<file path="src/rtl/div_arbiter.sv">
`default_nettype none
// ============================================================================
// Module   : div_arbiter
// Purpose  : Shares one iterative divider among N_REQ requesters. Requests are
//            granted round-robin; the granted request drives the divider's
//            start/busy/result_valid handshake, and the result is returned to
//            the requester that issued it. A zero denominator is answered
//            locally. A divider that never answers is abandoned after
//            TIMEOUT_CYCLES with an error response.
// Ports    : clk, rst (sync, active high)
//            req_valid/req_numerator/req_denominator/req_numerator_signed
//              : packed per-requester request inputs
//            req_ready   : one-hot acceptance pulse
//            resp_valid  : one-hot result pulse; resp_error/quotient/remainder
//            grant_idx   : requester currently owning the divider
//            div_*       : divider operand/start outputs, busy/result inputs
// Revision : 1.0 - initial release
// ============================================================================
module div_arbiter #(
   parameter int N_REQ          = 2,
   parameter int DIV_BITS       = 32,
   parameter int TIMEOUT_CYCLES = 255,
   parameter int IDX_BITS       = $clog2(N_REQ)
) (
   input  logic                      clk,
   input  logic                      rst,
   input  logic [N_REQ-1:0]          req_valid,
   input  logic [N_REQ*DIV_BITS-1:0] req_numerator,
   input  logic [N_REQ*DIV_BITS-1:0] req_denominator,
   input  logic [N_REQ-1:0]          req_numerator_signed,
   output logic [N_REQ-1:0]          req_ready,
   output logic [N_REQ-1:0]          resp_valid,
   output logic                      resp_error,
   output logic [DIV_BITS-1:0]       resp_quotient,
   output logic [DIV_BITS-1:0]       resp_remainder,
   output logic [IDX_BITS-1:0]       grant_idx,
   output logic [DIV_BITS-1:0]       div_numerator,
   output logic [DIV_BITS-1:0]       div_denominator,
   output logic                      div_numerator_signed,
   output logic                      div_start,
   input  logic                      div_busy,
   input  logic                      div_result_valid,
   input  logic [DIV_BITS-1:0]       div_quotient,
   input  logic [DIV_BITS-1:0]       div_remainder
);

   localparam int TMR_BITS = $clog2(TIMEOUT_CYCLES + 1);

   localparam logic [2:0] S_IDLE        = 3'd0;
   localparam logic [2:0] S_ISSUE       = 3'd1;
   localparam logic [2:0] S_WAIT_ACK    = 3'd2;
   localparam logic [2:0] S_WAIT_RESULT = 3'd3;
   localparam logic [2:0] S_RESPOND     = 3'd4;

   logic [2:0]          r_state;
   logic [IDX_BITS-1:0] r_last_grant;
   logic [TMR_BITS-1:0] r_timer;

   logic [DIV_BITS-1:0] w_num_arr [N_REQ];
   logic [DIV_BITS-1:0] w_den_arr [N_REQ];

   logic                w_any;
   logic [IDX_BITS-1:0] w_sel;
   logic [IDX_BITS-1:0] w_cand;
   logic [N_REQ-1:0]    w_sel_onehot;
   logic [N_REQ-1:0]    w_gnt_onehot;
   logic                w_den_zero;
   logic [TMR_BITS-1:0] w_timer_inc;
   logic                w_timeout;

   logic [2:0]          w_state_nxt;
   logic [N_REQ-1:0]    w_req_ready_nxt;
   logic [N_REQ-1:0]    w_resp_valid_nxt;
   logic                w_resp_error_nxt;
   logic [DIV_BITS-1:0] w_resp_quotient_nxt;
   logic [DIV_BITS-1:0] w_resp_remainder_nxt;
   logic [IDX_BITS-1:0] w_grant_idx_nxt;
   logic [DIV_BITS-1:0] w_div_numerator_nxt;
   logic [DIV_BITS-1:0] w_div_denominator_nxt;
   logic                w_div_signed_nxt;
   logic                w_div_start_nxt;
   logic [TMR_BITS-1:0] w_timer_nxt;
   logic [IDX_BITS-1:0] w_last_grant_nxt;

   for (genvar gi = 0; gi < N_REQ; gi++) begin : g_unpack
      assign w_num_arr[gi] = req_numerator[gi*DIV_BITS +: DIV_BITS];
      assign w_den_arr[gi] = req_denominator[gi*DIV_BITS +: DIV_BITS];
   end

   // Round-robin pick: first valid requester after the last one served.
   always_comb begin
      w_any  = 1'b0;
      w_sel  = '0;
      w_cand = '0;
      for (int k = 0; k < N_REQ; k++) begin
         w_cand = IDX_BITS'((int'(r_last_grant) + 1 + k) % N_REQ);
         if (!w_any && req_valid[w_cand]) begin
            w_any = 1'b1;
            w_sel = w_cand;
         end
      end
   end

   assign w_sel_onehot = N_REQ'(1) << w_sel;
   assign w_gnt_onehot = N_REQ'(1) << grant_idx;
   assign w_den_zero   = (w_den_arr[w_sel] == '0);
   assign w_timer_inc  = r_timer + 1'b1;
   assign w_timeout    = (w_timer_inc == TMR_BITS'(TIMEOUT_CYCLES));

   // State and output registers.
   always_ff @(posedge clk) begin
      if (rst) begin
         r_state              <= S_IDLE;
         r_last_grant         <= IDX_BITS'(N_REQ - 1);
         r_timer              <= '0;
         req_ready            <= '0;
         resp_valid           <= '0;
         resp_error           <= 1'b0;
         resp_quotient        <= '0;
         resp_remainder       <= '0;
         grant_idx            <= '0;
         div_numerator        <= '0;
         div_denominator      <= '0;
         div_numerator_signed <= 1'b0;
         div_start            <= 1'b0;
      end else begin
         r_state              <= w_state_nxt;
         r_last_grant         <= w_last_grant_nxt;
         r_timer              <= w_timer_nxt;
         req_ready            <= w_req_ready_nxt;
         resp_valid           <= w_resp_valid_nxt;
         resp_error           <= w_resp_error_nxt;
         resp_quotient        <= w_resp_quotient_nxt;
         resp_remainder       <= w_resp_remainder_nxt;
         grant_idx            <= w_grant_idx_nxt;
         div_numerator        <= w_div_numerator_nxt;
         div_denominator      <= w_div_denominator_nxt;
         div_numerator_signed <= w_div_signed_nxt;
         div_start            <= w_div_start_nxt;
      end
   end

   // Next-state logic.
   always_comb begin
      w_state_nxt = r_state;
      case (r_state)
         S_IDLE: begin
            if (w_any) w_state_nxt = w_den_zero ? S_RESPOND : S_ISSUE;
         end
         S_ISSUE:       w_state_nxt = S_WAIT_ACK;
         S_WAIT_ACK: begin
            // A result_valid seen here may be left over from the previous
            // operation, so only busy moves us on.
            if (div_busy || w_timeout) w_state_nxt = div_busy ? S_WAIT_RESULT : S_RESPOND;
         end
         S_WAIT_RESULT: begin
            if (div_result_valid || w_timeout) w_state_nxt = S_RESPOND;
         end
         S_RESPOND:     w_state_nxt = S_IDLE;
         default:       w_state_nxt = S_IDLE;
      endcase
   end

   // Next values of the registered outputs. Pulses default low, data holds.
   always_comb begin
      w_req_ready_nxt       = '0;
      w_resp_valid_nxt      = '0;
      w_resp_error_nxt      = resp_error;
      w_resp_quotient_nxt   = resp_quotient;
      w_resp_remainder_nxt  = resp_remainder;
      w_grant_idx_nxt       = grant_idx;
      w_div_numerator_nxt   = div_numerator;
      w_div_denominator_nxt = div_denominator;
      w_div_signed_nxt      = div_numerator_signed;
      w_div_start_nxt       = div_start;
      w_timer_nxt           = r_timer;
      w_last_grant_nxt      = r_last_grant;
      case (r_state)
         S_IDLE: begin
            w_div_start_nxt = 1'b0;
            if (w_any) begin
               w_grant_idx_nxt       = w_sel;
               w_req_ready_nxt       = w_sel_onehot;
               w_div_numerator_nxt   = w_num_arr[w_sel];
               w_div_denominator_nxt = w_den_arr[w_sel];
               w_div_signed_nxt      = req_numerator_signed[w_sel];
               if (w_den_zero) begin
                  // Answered locally; the divider never sees this request.
                  w_resp_valid_nxt     = w_sel_onehot;
                  w_resp_error_nxt     = 1'b0;
                  w_resp_quotient_nxt  = '1;
                  w_resp_remainder_nxt = w_num_arr[w_sel];
               end else begin
                  w_div_start_nxt = 1'b1;
               end
            end
         end
         S_ISSUE: begin
            w_div_start_nxt = 1'b1;
            w_timer_nxt     = '0;
         end
         S_WAIT_ACK, S_WAIT_RESULT: begin
            w_timer_nxt = w_timer_inc;
            if (r_state == S_WAIT_ACK && div_busy) begin
               w_div_start_nxt = 1'b0;
            end else if (r_state == S_WAIT_RESULT && div_result_valid) begin
               w_resp_valid_nxt     = w_gnt_onehot;
               w_resp_error_nxt     = 1'b0;
               w_resp_quotient_nxt  = div_quotient;
               w_resp_remainder_nxt = div_remainder;
            end else if (w_timeout) begin
               w_div_start_nxt      = 1'b0;
               w_resp_valid_nxt     = w_gnt_onehot;
               w_resp_error_nxt     = 1'b1;
               w_resp_quotient_nxt  = '0;
               w_resp_remainder_nxt = '0;
            end
         end
         S_RESPOND: begin
            w_last_grant_nxt = grant_idx;
         end
         default: begin
            w_div_start_nxt = 1'b0;
         end
      endcase
   end

endmodule
`default_nettype wire

</file>
<file path="config.mk">
export PLATFORM = sky130hd
export DESIGN_NAME = div_arbiter
export DESIGN_NICKNAME = d
export VERILOG_FILES = /design/src/rtl/div_arbiter.sv
export SDC_FILE = /design/constraint.sdc
export NUM_CORES = 1
export LEC_CHECK = 0
export BUFFER_PORTS_ARGS = -buffer_cell sky130_fd_sc_hd__buf_2
export CORE_MARGIN = 2
export CORE_UTILIZATION = 43
export CTS_CLUSTER_SIZE = 40
export DETAILED_ROUTE_END_ITERATION = 12
export PLACE_DENSITY = 0.77
export SETUP_SLACK_MARGIN = 0.3
export SLEW_MARGIN = 20
export SYNTH_ARGS = -nofsm -noshare
export SYNTH_HDL_FRONTEND = slang
export SYNTH_SLANG_ARGS = --single-unit
</file>
<file path="constraint.sdc">
create_clock -name clk -period 2.7 [get_ports clk]
set_input_delay 0.135 -clock clk [delete_from_list [all_inputs] [get_ports clk]]
set_output_delay 0.135 -clock clk [all_outputs]
set_load 0.02 [all_outputs]
</file>
==> flow_summary.toml <==
[worst_setup_path]
critPathLaunch = "r_timer[1]$_SDFFE_PP0P_"
crit-reg2reg-launch = "r_timer[1]$_SDFFE_PP0P_"
cp.required_ns = 3.01
cp.arrival_ns = 2.85
worstSetupStartpointType = "register"
cp_max_fo = 6
end_kind = "register"
crit_type = "reg -> reg"

[grt]
grt_max_degree = 128
grt_pass1_vias = 7722
grt_pass1_wl_mm = 39.2
overflow = 0
grt_use_total = 0.275
antenna_found_initial = 1

[route]
wl_per_cell_um = 17.2
drc = 0
first_pass_iters = 5
drtIter0Drc = 594
ant_nets = 0
drt-total-wl_mm = 25.4
vias_per_cell = 5.34
via_count = 7886

[floorplanning]
die_x_um = 135
coreArea_um2 = 16600
die_h_um = 135
ioPinCount = 336
rows = 47
die_area_um2 = 18100
floorplan.initialDensity = 0.441

[pwr]
clkPwrFrac = 0.203
p_int_uw = 6910
swShare = 0.406
p_sw_uw = 4730
powerDensity_nw_per_um2 = 1090
vdd_drop_max_mv = 0.611
comb_power_share = 0.495
leakagePower_uw = 0.00533
p_seq_frac = 0.302

[clock_tree]
cts-root-buf = "clkbuf_16"
clockBufferDepth = 2
cts_sinks = 148
htree_levels = 4
cts_tree = "yes"
worstSkewPairLatency_ns = 0.43
cts-buffers-inserted = 17
clk_pin_slew_worst_paths_ns = 0.06

[min_path]
hold_path.startpoint = "req_denominator[55]"
holdCritPathClass = "in -> reg"

[yosys]
syn_inst = 870
synth_area_um2 = 7340
synthArstFlopShare = 0
yosys_warnings = 0
synthDistinctLibCells = 44
synth_top_area_frac = 0.403
ys_seq_area_frac = 0.403
synth.area.top_cells = "dfxtp_1, nor2_1, mux2_4"
avgSynthCellArea_um2 = 8.44
synth-seq-cells = 148
syn_nets = 1072
synth_top_area_cell = "dfxtp_1"
synth_edf_count = 0
synth_common_cells = "nor2_1, dfxtp_1, nand2_1"
synth_most_common_cell = "nor2_1"
synth_flop_cell = "dfxtp_1"

[cells_and_area]
drive_gt1_frac = 0.380
fill_cells = 1294
area_delta_synth_final_pct = 45.9
finish.utilization = 0.644
fin_cells = 1477
final_net_count = 1445

[placed_design]
dp.cells = 1365
portBuffers = 335
dp.final_hpwl_mm = 16.0
gp_congestion = 0.919

[sta]
finalSetupViolations = 0
slew_viol_final = 0
max_freq_mhz = 394
worst_slew_pin_slew_ns = 0.912
period_minus_slack_ns = 2.54
fin_setup_tns_ns = 0
finalClockSkew_ns = 0.0169
max_slew_margin = 0.392
fin_crit_sh = 0.940
rsz0062_at_grt = "true"
final_hold_viol_count = 0

[run]
cap_violations = 0

[run_status]
status = "complete, no violations"
worst paths after layout:
| check | end | slack [ns] | cells past startpoint |
|---|---|---|---|
| setup / recovery | resp_quotient[27]$_SDFFE_PP0P_ | 0.16 | 9 |
| hold / removal | div_denominator[23]$_SDFFE_PP0P_ | 0.02 | 3 |
| setup reg to reg | resp_quotient[27]$_SDFFE_PP0P_ | 0.16 | 9 |
| hold reg to reg | div_denominator[0]$_SDFFE_PP0P_ | 0.49 | 2 |
cell families (layout without fill, tap and decap cells):
logic type / Yosys count / count (layout) / synth area share
other cells: 0 / 1 / 0
fa+ha+maj: 2 / 2 / 0.00341
compound gates: 167 / 167 / 0.152
simple gates: 375 / 375 / 0.229
xor+xnor: 2 / 2 / 0.00239
flops: 148 / 148 / 0.403
buf+inv: 78 / 464 / 0.0453
mux: 98 / 98 / 0.165
registers in the layout, summed over array words and instances (netlist names):
signal and count:
div_denominator 32, div_numerator 32, div_numerator_signed 1, div_start 1, grant_idx 1, r_last_grant 1, r_state 3, r_timer 8
req_ready 2, resp_error 1, resp_quotient 32, resp_remainder 32, resp_valid 2
repair_timing:
action | CTS | global route
gates resized for setup | 9 | 3
setup endpoints to repair | 65 | 66
hold buffers | 62 | 0
setup buffers | 9 | 2
pin swaps | 0 | 0
hold endpoints to repair | 33 | 0
gates cloned | 4 | 2
critical path, cell delays in order (launching register included):
cell and delay (ns):
dfxtp_4 0.36, ha_4 0.14, nand3_4 0.08, or3_4 0.33, a2111o_1 0.41, a311oi_2 0.33, o21ai_4 0.16, buf_12 0.17
clkbuf_16 0.16, mux2_4 0.29
power by group through the flow:
stage               sequential, uW  clock [uW]  combinational, uW
global placement              3530           0               5050
detailed placement            3520           0               5140
CTS                           3500        2390               5580
global route                  3600        2490               6140
finish                        3520        2360               5760
floorplan                     4460           0               2610
area by class of cell:
cell class / instances / area [um2] / area share
inverters: 5 / 18.8 / 0.00175
repair buffers: 427 / 2750 / 0.256
clock inverters: 14 / 151 / 0.0141
clock buffers: 18 / 429 / 0.0401
flip-flops and latches: 148 / 2970 / 0.277
diodes: 1 / 2.50 / 0.000234
well taps: 220 / 275 / 0.0257
multi-input cells: 644 / 4120 / 0.384
routing by layer:
metal,routed length [um],vias to the layer above,part of all wire,GRT usage
met1,10100,3630,0.40,0.326
met2,12500,383,0.49,0.460
li1,-,3772,-,-
met4,1230,0,0.048,0.154
met5,0,-,0,0
met3,1530,101,0.060,0.0604
layout by cell type (no fill, tap or decap), drive strengths merged, types with 11 or more instances in the layout:
cell         count
buf            362
nor2           186
dfxtp          148
nand2           74
a21oi           72
nor2b           68
mux2            66
dlygate4sd3     62
a311oi          34
a211oi          33
mux2i           32
clkbuf          20
nor4            12
nor3            11
per-stage QoR:
stage | total power, uW | instance area (um2) | worst slack [ns] | hold slack (ns)
after floorplan | 7070 | 7360 | 0.283 | 0.294
after global placement | 8580 | 9220 | 0.152 | 0.407
after detailed placement | 8670 | 9220 | 0.100 | 0.415
after CTS | 11500 | 10600 | 0.152 | 0.00169
after global routing | 12200 | 10700 | 0.0996 | 0.0185
final | 11600 | 10700 | 0.162 | 0.0212
(Power assumes the default switching activity.)
